### src/rtl/hdmi_tmds_pkg.sv
// +----------------------------------------------------------------------------+
// | hdmi_tmds_pkg : TMDS widths, control tokens and popcount helper            |
// | Revision      : 1.0                                                        |
// +----------------------------------------------------------------------------+
`default_nettype none

package hdmi_tmds_pkg;

  localparam int SYM_W  = 10;
  localparam int DATA_W = 8;
  localparam int CNT_W  = 5;

  localparam logic [SYM_W-1:0] c_token_00 = 10'b1101010100;
  localparam logic [SYM_W-1:0] c_token_01 = 10'b0010101011;
  localparam logic [SYM_W-1:0] c_token_10 = 10'b0101010100;
  localparam logic [SYM_W-1:0] c_token_11 = 10'b1010101011;

  function automatic logic [3:0] popcount8(input logic [DATA_W-1:0] v);
    logic [3:0] n;
    n = 4'd0;
    for (int i = 0; i < DATA_W; i++) begin
      n = n + {3'b000, v[i]};
    end
    return n;
  endfunction

endpackage

`default_nettype wire

### src/rtl/tmds_channel.sv
// +----------------------------------------------------------------------------+
// | tmds_channel : one TMDS 8b/10b lane, transition-minimise then DC-balance   |
// | Revision     : 1.0                                                         |
// +----------------------------------------------------------------------------+
`default_nettype none

module tmds_channel
  import hdmi_tmds_pkg::*;
(
  input  logic              clk,
  input  logic              rst_n,
  input  logic [DATA_W-1:0] d,
  input  logic              c1,
  input  logic              c0,
  input  logic              de,
  output logic [SYM_W-1:0]  sym
);

  logic [3:0]               w_n1d;
  logic                     w_use_xnor;
  logic [DATA_W:0]          w_q_m;

  logic [DATA_W:0]          r_q_m;
  logic                     r_de;
  logic [1:0]               r_c;

  logic [3:0]               w_n1;
  logic [3:0]               w_n0;
  logic signed [CNT_W-1:0]  w_diff;
  logic signed [CNT_W-1:0]  w_two_q8;
  logic signed [CNT_W-1:0]  w_two_nq8;
  logic signed [CNT_W-1:0]  w_cnt_nxt;
  logic [SYM_W-1:0]         w_sym_nxt;

  logic signed [CNT_W-1:0]  r_cnt;
  logic [SYM_W-1:0]         r_sym;

  always_comb begin
    w_n1d      = popcount8(d);
    w_use_xnor = (w_n1d > 4'd4) || ((w_n1d == 4'd4) && !d[0]);
    w_q_m      = '0;
    w_q_m[0]   = d[0];
    for (int i = 1; i < DATA_W; i++) begin
      w_q_m[i] = w_use_xnor ? ~(w_q_m[i-1] ^ d[i]) : (w_q_m[i-1] ^ d[i]);
    end
    w_q_m[DATA_W] = ~w_use_xnor;
  end

  always_ff @(posedge clk or negedge rst_n) begin
    if (!rst_n) begin
      r_q_m <= '0;
      r_de  <= 1'b0;
      r_c   <= 2'b00;
    end else begin
      r_q_m <= w_q_m;
      r_de  <= de;
      r_c   <= {c1, c0};
    end
  end

  // Popcounts are at most 8, so the zero-extended 5-bit difference cannot overflow.
  always_comb begin
    w_n1      = popcount8(r_q_m[DATA_W-1:0]);
    w_n0      = 4'd8 - w_n1;
    w_diff    = $signed({1'b0, w_n1}) - $signed({1'b0, w_n0});
    w_two_q8  = {3'b000, r_q_m[DATA_W], 1'b0};
    w_two_nq8 = {3'b000, ~r_q_m[DATA_W], 1'b0};
    w_sym_nxt = c_token_00;
    w_cnt_nxt = '0;
    if (!r_de) begin
      case (r_c)
        2'b00:   w_sym_nxt = c_token_00;
        2'b01:   w_sym_nxt = c_token_01;
        2'b10:   w_sym_nxt = c_token_10;
        default: w_sym_nxt = c_token_11;
      endcase
      w_cnt_nxt = '0;
    end else if ((r_cnt == 0) || (w_n1 == w_n0)) begin
      w_sym_nxt = {~r_q_m[DATA_W], r_q_m[DATA_W],
                   r_q_m[DATA_W] ? r_q_m[DATA_W-1:0] : ~r_q_m[DATA_W-1:0]};
      w_cnt_nxt = r_q_m[DATA_W] ? (r_cnt + w_diff) : (r_cnt - w_diff);
    end else if (((r_cnt > 0) && (w_n1 > w_n0)) || ((r_cnt < 0) && (w_n0 > w_n1))) begin
      w_sym_nxt = {1'b1, r_q_m[DATA_W], ~r_q_m[DATA_W-1:0]};
      w_cnt_nxt = r_cnt + w_two_q8 - w_diff;
    end else begin
      w_sym_nxt = {1'b0, r_q_m[DATA_W], r_q_m[DATA_W-1:0]};
      w_cnt_nxt = r_cnt - w_two_nq8 + w_diff;
    end
  end

  always_ff @(posedge clk or negedge rst_n) begin
    if (!rst_n) begin
      r_sym <= c_token_00;
      r_cnt <= '0;
    end else begin
      r_sym <= w_sym_nxt;
      r_cnt <= w_cnt_nxt;
    end
  end

  assign sym = r_sym;

endmodule

`default_nettype wire

### src/rtl/tmds_encoder.sv
// +----------------------------------------------------------------------------+
// | tmds_encoder : three-lane TMDS encoder, syncs carried on blue (channel 0)  |
// | Revision     : 1.0                                                         |
// +----------------------------------------------------------------------------+
`default_nettype none

module tmds_encoder
  import hdmi_tmds_pkg::*;
(
  input  logic              clk,
  input  logic              rst_n,
  input  logic [DATA_W-1:0] red_i,
  input  logic [DATA_W-1:0] green_i,
  input  logic [DATA_W-1:0] blue_i,
  input  logic              hSync_i,
  input  logic              vSync_i,
  input  logic              drawArea_i,
  output logic [SYM_W-1:0]  tmds_b_o,
  output logic [SYM_W-1:0]  tmds_g_o,
  output logic [SYM_W-1:0]  tmds_r_o
);

  tmds_channel u_ch0_blue (
    .clk   (clk),
    .rst_n (rst_n),
    .d     (blue_i),
    .c1    (vSync_i),
    .c0    (hSync_i),
    .de    (drawArea_i),
    .sym   (tmds_b_o)
  );

  // No data islands, so the green and red lanes only ever send the 00 token.
  tmds_channel u_ch1_green (
    .clk   (clk),
    .rst_n (rst_n),
    .d     (green_i),
    .c1    (1'b0),
    .c0    (1'b0),
    .de    (drawArea_i),
    .sym   (tmds_g_o)
  );

  tmds_channel u_ch2_red (
    .clk   (clk),
    .rst_n (rst_n),
    .d     (red_i),
    .c1    (1'b0),
    .c0    (1'b0),
    .de    (drawArea_i),
    .sym   (tmds_r_o)
  );

endmodule

`default_nettype wire

### config.mk
export PLATFORM = sky130hd
export DESIGN_NAME = tmds_encoder
export DESIGN_NICKNAME = d
export VERILOG_FILES = /design/src/rtl/hdmi_tmds_pkg.sv /design/src/rtl/tmds_channel.sv /design/src/rtl/tmds_encoder.sv
export SDC_FILE = /design/constraint.sdc
export NUM_CORES = 1
export LEC_CHECK = 0
export CELL_PAD_IN_SITES_DETAIL_PLACEMENT = 1
export CELL_PAD_IN_SITES_GLOBAL_PLACEMENT = 1
export CORE_UTILIZATION = 50
export DETAILED_ROUTE_END_ITERATION = 16
export DONT_BUFFER_PORTS = 1
export PLACE_DENSITY = 0.8
export SLEW_MARGIN = 40
export SYNTH_ARGS = -nofsm -noshare
export SYNTH_HDL_FRONTEND = slang
export SYNTH_SLANG_ARGS = --single-unit
### constraint.sdc
create_clock -name clk -period 8.75 [get_ports clk]
set_input_delay 0.875 -clock clk [delete_from_list [all_inputs] [get_ports clk]]
set_output_delay 0.875 -clock clk [all_outputs]
set_load 0.01 [all_outputs]
Word-level counts from Yosys, hierarchy flattened
Cells that the tools add are included.
{"block": "totals", "latchBits": 0, "mem_bits_ro": 0, "n_memories": 0, "elab_cells": 222, "ff_bits": 75, "mem_bits_rw": 0}
{"block": "op_classes", "magnitude_cmp": 15, "n_eq_ne": 8, "n_reduce_logical": 25, "div": 0, "shift": 0, "bitwise": 51, "multipliers": 0, "muxes": 46, "addsub": 66}
{"operator": "$add A4 B1 Y4", "n": 36}
{"operator": "$logic_not A32 Y1", "n": 3}
{"operator": "$mux W10", "n": 9}
{"operator": "$mux W5", "n": 12}
{"operator": "$add A5 B5 Y5", "n": 6}
{"operator": "$pmux W10 S3", "n": 1}
{"operator": "$sub A5 B5 Y5", "n": 6}
{"operator": "$not A1 Y1", "n": 27}
{"operator": "$gt A4 B4 Y1", "n": 6}
{"operator": "$mux W8", "n": 3}
{"operator": "$not A8 Y8", "n": 3}
{"operator": "$mux W1", "n": 21}
{"operator": "$xor A1 B1 Y1", "n": 21}
{"operator": "$add A5 B3 Y5", "n": 3}
{"operator": "$gt A5 B1 Y1 const B", "n": 3}
{"operator": "$lt A5 B1 Y1 const B", "n": 3}
{"operator": "$sub A4 B4 Y5", "n": 3}
{"operator": "$sub A5 B3 Y5", "n": 3}
{"operator": "$add A1 B1 Y2", "n": 6}
{"operator": "$eq A4 B3 Y1 const B", "n": 3}
{"operator": "$eq A4 B4 Y1", "n": 3}
{"operator": "$gt A4 B3 Y1 const B", "n": 3}
{"operator": "$sub A4 B4 Y4 const A", "n": 3}
{"operator": "$logic_and A1 B1 Y1", "n": 9}
{"operator": "5 further kinds", "n": 15}

Logic depth before layout (Yosys ltp)
{"block": "depth", "word_depth": 29, "ltp_mapped": 20, "ltp_nobuf": 19}

Hierarchy
A second synthesis with hierarchy kept.
{"block": "hier_totals", "cells_unflattened": 643, "area_unflattened_um2": 6615.1}
{"module": "tmds_channel at u_ch0_blue", "instances": 1, "seq_area_each_um2": 681.9, "area_per_inst_um2": 2260.9, "cells_per_inst": 214}
{"module": "tmds_channel at u_ch2_red", "instances": 1, "seq_area_each_um2": 681.9, "area_per_inst_um2": 2200.9, "cells_per_inst": 220}
{"module": "tmds_channel at u_ch1_green", "instances": 1, "seq_area_each_um2": 681.9, "area_per_inst_um2": 2149.6, "cells_per_inst": 208}
{"module": "tmds_encoder", "instances": 1, "seq_area_each_um2": 0.0, "area_per_inst_um2": 3.8, "cells_per_inst": 1}

Worst setup path after synthesis
No wires, ideal clock.
{"block": "synth_path", "path_kind": "register to register", "start": "register u_ch0_blue.r_q_m[0]", "end": "register u_ch0_blue.r_cnt[4]", "path_stages_with_launch": 20, "t_required_ps": 8630, "t_arrival_ps": 5017, "slack_ps": 3612, "synth_period_minus_slack_ps": 5138, "n_path_buf": 1, "cell_sequence": "dfrtp_1 > ha_1 > inv_1 > fa_1 > fa_1 > fa_1 > fa_1 > nand2_1 > ha_1 > buf_2 > nand2b_1 > a21oi_1 > nor2_1 > xor2_1 > ha_1 > a21oi_1 > a21o_1 > a221oi_1 > or3_1 > a41o_1"}
{"block": "synth_via", "elab_chain_len": 14}
{"element": "start, declared", "line_no": "tmds_channel.sv:23", "rtl": "logic [DATA_W:0] r_q_m;"}
{"element": "start signal, assigned", "line_no": "tmds_channel.sv:55", "rtl": "r_q_m <= w_q_m;"}
{"element": "$add A1 B1 Y2 (*)", "line_no": "hdmi_tmds_pkg.sv:22", "rtl": "n = n + {3'b000, v[i]};"}
{"element": "$add A4 B1 Y4 (*) (6 in series)", "line_no": "hdmi_tmds_pkg.sv:22"}
{"element": "parallel branches: the longest is 5 deep, another holds $sub A4 B4 Y5"}
{"element": "$mux W5 (*)", "line_no": "tmds_channel.sv:78", "rtl": "end else if ((r_cnt == 0) || (w_n1 == w_n0)) begin"}
{"element": "$mux W5 (*)", "line_no": "tmds_channel.sv:70", "rtl": "if (!r_de) begin"}
{"element": "via u_ch0_blue.w_cnt_nxt[4]", "line_no": "tmds_channel.sv:32", "rtl": "logic signed [CNT_W-1:0] w_cnt_nxt;"}
{"element": "end signal, assigned", "line_no": "tmds_channel.sv:97", "rtl": "r_cnt <= w_cnt_nxt;"}
{"element": "end, declared", "line_no": "tmds_channel.sv:35", "rtl": "logic signed [CNT_W-1:0] r_cnt;"}
Mark *: on every way through the listed nets, which the timed path passes.

Worst setup path after layout
{"block": "layout_path", "start": "register u_ch0_blue.r_q_m[1]", "end": "register u_ch0_blue.r_cnt[4]"}
The elaborated chain is that of the path after synthesis.

==> flow_metrics.py <==
metrics = {
    "worst_setup_path": {
        "crit_fanout": 9,
        "regToRegSetupSlack_ns": 2.95,
        "critPathArrivalTime_ns": 6.03,
        "crit_slowest_cell": "fa_1",
        "crit_chain": "ha_1 -> inv_1 -> fa_1 -> fa_1 -> fa_1 -> fa_1 -> nand2_1 -> ha_1 -> nand2b_1 -> a21oi_1 -> nor2_1 -> xor2_1 -> ha_1 -> a21oi_1 -> nor2_1 -> a221oi_1 -> o21ai_0 -> a41o_1",
        "cp-endpoint": "u_ch0_blue.r_cnt[4]",
        "cp-startpoint": "u_ch0_blue.r_q_m[1]",
        "crit_type": "flip-flop to flip-flop",
        "ff2ff_path_depth": 18,
        "r2r_end": "u_ch0_blue.r_cnt[4]",
        "crit_path_start_kind": "flip-flop",
        "cpPeakStageDelay_ns": 0.71,
        "rr_startpoint": "u_ch0_blue.r_q_m[1]",
        "crit_required_ns": 8.99,
        "worst_path_most_repeated_cell": "fa_1",
        "endpoint_kind": "flip-flop",
    },
    "clocking": {
        "post-cts-setup-buffers": 0,
        "clk_path_buf_depth": 2,
        "cts.reportedPaths.clkPinSlew_ns": 0.06,
        "cts_tree": "yes",
        "cts.sinks": 75,
        "numCtsBuffers": 9,
        "cts.hold.buffers_added": 0,
        "cts_resized": 0,
        "clk-insertion-delay-late_ns": 0.35,
        "cts_root_buffer": "clkbuf_16",
        "htree_levels": 3,
    },
    "yosys": {
        "synthArstFlopShare_pct": 100.0,
        "synth_cells": 579,
        "synth_warnings": 0,
        "synth_edf_count": 0,
        "avgSynthCellArea_um2": 10.12,
        "synth_seq_cells": 75,
        "ys_types": 56,
        "synth-seq-area-share_pct": 32.34,
        "synth.net_count": 705,
        "ys_dominant_reg_cell": "dfrtp_1",
        "synthesis.area_um2": 5861,
    },
    "timing": {
        "hold_slack_ns": 0.2227,
        "period_needed_ns": 5.798,
        "timing.final.ws_setup_ns": 2.952,
        "rsz0062_at_grt": "no",
        "report.final.hold_viol_count": 0,
        "clock.fmax_mhz": 172.5,
        "setup_tns_ns": 0,
        "slew-limit-headroom_pct": 46.40,
        "finalClockSkew_ns": 0.007599,
        "finalMaxSlewViolations": 0,
        "worst_slew_pin_slew_ns": 0.8040,
        "finalSetupViolCount": 0,
        "final.period_utilization_pct": 66.26,
    },
    "route": {
        "drc": 0,
        "vias_per_cell": 5.424,
        "post_drt_wl_per_cell_um": 18.50,
        "drtIter0Drc": 145,
        "vias": 3965,
        "final_antenna_net_count": 0,
        "wl_um": 13520,
        "drtPass1Iterations": 4,
    },
    "grt": {
        "grt-ovfl-total": 0,
        "antenna_found_initial": 0,
        "grt_pass1_wl_um": 22800,
        "grt_pass1_vias": 4536,
        "grt_usage_pct": 25.09,
        "grt_max_degree": 76,
    },
    "place": {
        "port_buffers": 0,
        "dp.cells": 715,
        "pre_cts_ws_ns": 3.028,
        "dp_hpwl_um": 10210,
        "gp_congestion": 0.8636,
    },
    "floorplanning": {
        "die_y_um": 110.3,
        "dieWidth_um": 110.3,
        "initial_utilization_pct": 51.33,
        "dieArea_um2": 12160,
        "coreArea_um2": 11420,
        "ios": 59,
        "row_count": 39,
    },
    "cells_and_area": {
        "drive_gt1_share_pct": 7.993,
        "area.growth.synth_to_final_pct": 7.664,
        "instances_no_fill": 731,
        "n_fill_cell": 1287,
        "fin_nets": 709,
        "insertedDiodeCount": 0,
    },
    "run_status": {
        "status": "complete, no violations",
    },
    "job": {
        "drv_cap": 0,
    },
    "hold_path": {
        "hold_path_class": "input port to asynchronous set/reset pin",
    },
}
==> layout make-up <==
class / count / area (um2) / share of cell area, %
Clock buffer: 10 / 229.0 / 3.629
Clock inverter: 6 / 66.31 / 1.051
Inverter: 104 / 390.4 / 6.187
Multi-Input combinational cell: 392 / 3542 / 56.14
Sequential cell: 75 / 1896 / 30.04
Tap cell: 143 / 178.9 / 2.836
Timing Repair Buffer: 1 / 7.507 / 0.1190
==> flip-flops by register name, indices dropped and copies added, names as in the netlist <==
register / flops
u_ch2_red.sym: 10
u_ch0_blue.sym: 10
u_ch2_red.r_de: 1
u_ch1_green.sym: 10
u_ch1_green.r_cnt: 5
u_ch0_blue.r_c: 2
u_ch2_red.r_cnt: 5
u_ch0_blue.r_cnt: 5
u_ch1_green.r_q_m: 9
u_ch0_blue.r_q_m: 9
u_ch2_red.r_q_m: 9
==> layer usage <==
metal	share of wire, %	track usage [%]	up-vias	wire length [um]
li1	-	-	1856	-
met1	42	30.23	2020	5713
met2	53	45.08	61	7139
met3	2.3	3.586	28	307
met4	2.7	9.680	0	362
met5	0	0	-	0
==> critical path, delay by kind of cell, from the launching register on <==
| family | cells | cell delay, ns |
|---|---|---|
| buffers and inverters | 1 | 0.05 |
| DFF | 1 | 0.40 |
| adders and majority gates | 7 | 3.08 |
| and+or+nand+nor | 4 | 0.76 |
| xor gates and xnor gates | 1 | 0.26 |
| AOI/OAI and AO/OA | 5 | 1.16 |
==> stage by stage <==
| step | util [%] | instance area (um2) |
|---|---|---|
| floorplan | - | 5861 |
| global placement | 52.64 | 6011 |
| detailed placement | 52.64 | 6011 |
| CTS | 55.23 | 6306 |
| global route | 55.26 | 6310 |
| finish | 55.26 | 6310 |
==> synth_stat cells, types with 2 or more instances <==
| cell type | n | area (um2) |
|---|---|---|
| mux2_2 | 3 | 33.78 |
| o21ai_2 | 2 | 17.52 |
| a211oi_1 | 4 | 30.03 |
| nand2_1 | 29 | 108.9 |
| o211a_1 | 2 | 20.02 |
| fa_1 | 39 | 780.8 |
| or3_1 | 4 | 25.02 |
| and2_1 | 3 | 18.77 |
| o21ai_0 | 21 | 105.1 |
| buf_2 | 2 | 10.01 |
| dfrtp_1 | 60 | 1501 |
| nor3b_1 | 6 | 45.04 |
| nand2b_1 | 7 | 43.79 |
| ha_1 | 58 | 725.7 |
| o22ai_1 | 2 | 12.51 |
| a31oi_1 | 3 | 18.77 |
| xnor2_2 | 3 | 48.80 |
| xor2_1 | 19 | 166.4 |
| nor2b_1 | 3 | 18.77 |
| nor4_1 | 2 | 12.51 |
| nor2_1 | 29 | 108.9 |
| nor3_1 | 10 | 50.05 |
| clkbuf_1 | 5 | 18.77 |
| mux2i_1 | 6 | 60.06 |
| a21oi_1 | 31 | 155.2 |
| xnor2_1 | 65 | 569.3 |
| inv_1 | 103 | 386.6 |
| nand3_1 | 3 | 15.01 |
| a21o_1 | 13 | 97.59 |
| dfstp_2 | 15 | 394.1 |
| mux2i_4 | 2 | 45.04 |
==> cells in the final DEF (no fill, tap or decap), drive strengths merged, types with 2 or more instances in the layout <==
master and instances:
xnor2 68, a211oi 5, and2 4, o21ai 24, nand2b 7, o22ai 2, mux2 5, o211a 2
nor2 29, dfstp 15, dfrtp 60, fa 39, mux2i 8, nand3 3, nand2 29, clkinv 2
a21o 13, nor3 10, nor3b 6, a31oi 3, nor2b 3, a21oi 32, clkbuf 10, nor4 2
clkinvlp 3, or3 4, ha 58, inv 104, xor2 19
==> cell families (layout without fill, tap and decap cells) <==
| family | Yosys count | after routing | synth area share [%] |
|---|---|---|---|
| buffers and inverters | 112 | 121 | 7.280 |
| AND/OR/NAND/NOR | 104 | 104 | 8.668 |
| adder cells (fa/ha/maj) | 97 | 97 | 25.70 |
| AO/OA/AOI/OAI | 91 | 91 | 9.800 |
| XOR/XNOR | 87 | 87 | 13.39 |
| flip-flops | 75 | 75 | 32.34 |
| multiplexers | 13 | 13 | 2.818 |
==> worst min-delay path by stage <==
| stage | depth (start not counted) | startpoint | end | slack (ns) |
|---|---|---|---|---|
| after floorplan | 1 | u_ch2_red.r_de | u_ch2_red.sym[9] | 0.45 |
| after global placement | 1 | u_ch2_red.r_cnt[0] | u_ch2_red.r_cnt[0] | 0.48 |
| after detailed placement | 1 | u_ch1_green.r_cnt[0] | u_ch1_green.r_cnt[0] | 0.49 |
| after CTS | 0 | rst_n | u_ch2_red.sym[0] | 0.21 |
| after global routing | 0 | rst_n | u_ch1_green.sym[0] | 0.21 |
| final | 0 | rst_n | u_ch1_green.sym[0] | 0.22 |
Power is not shown: default switching activity piles up to over one toggle a cycle in this logic, so the estimate is an artifact.
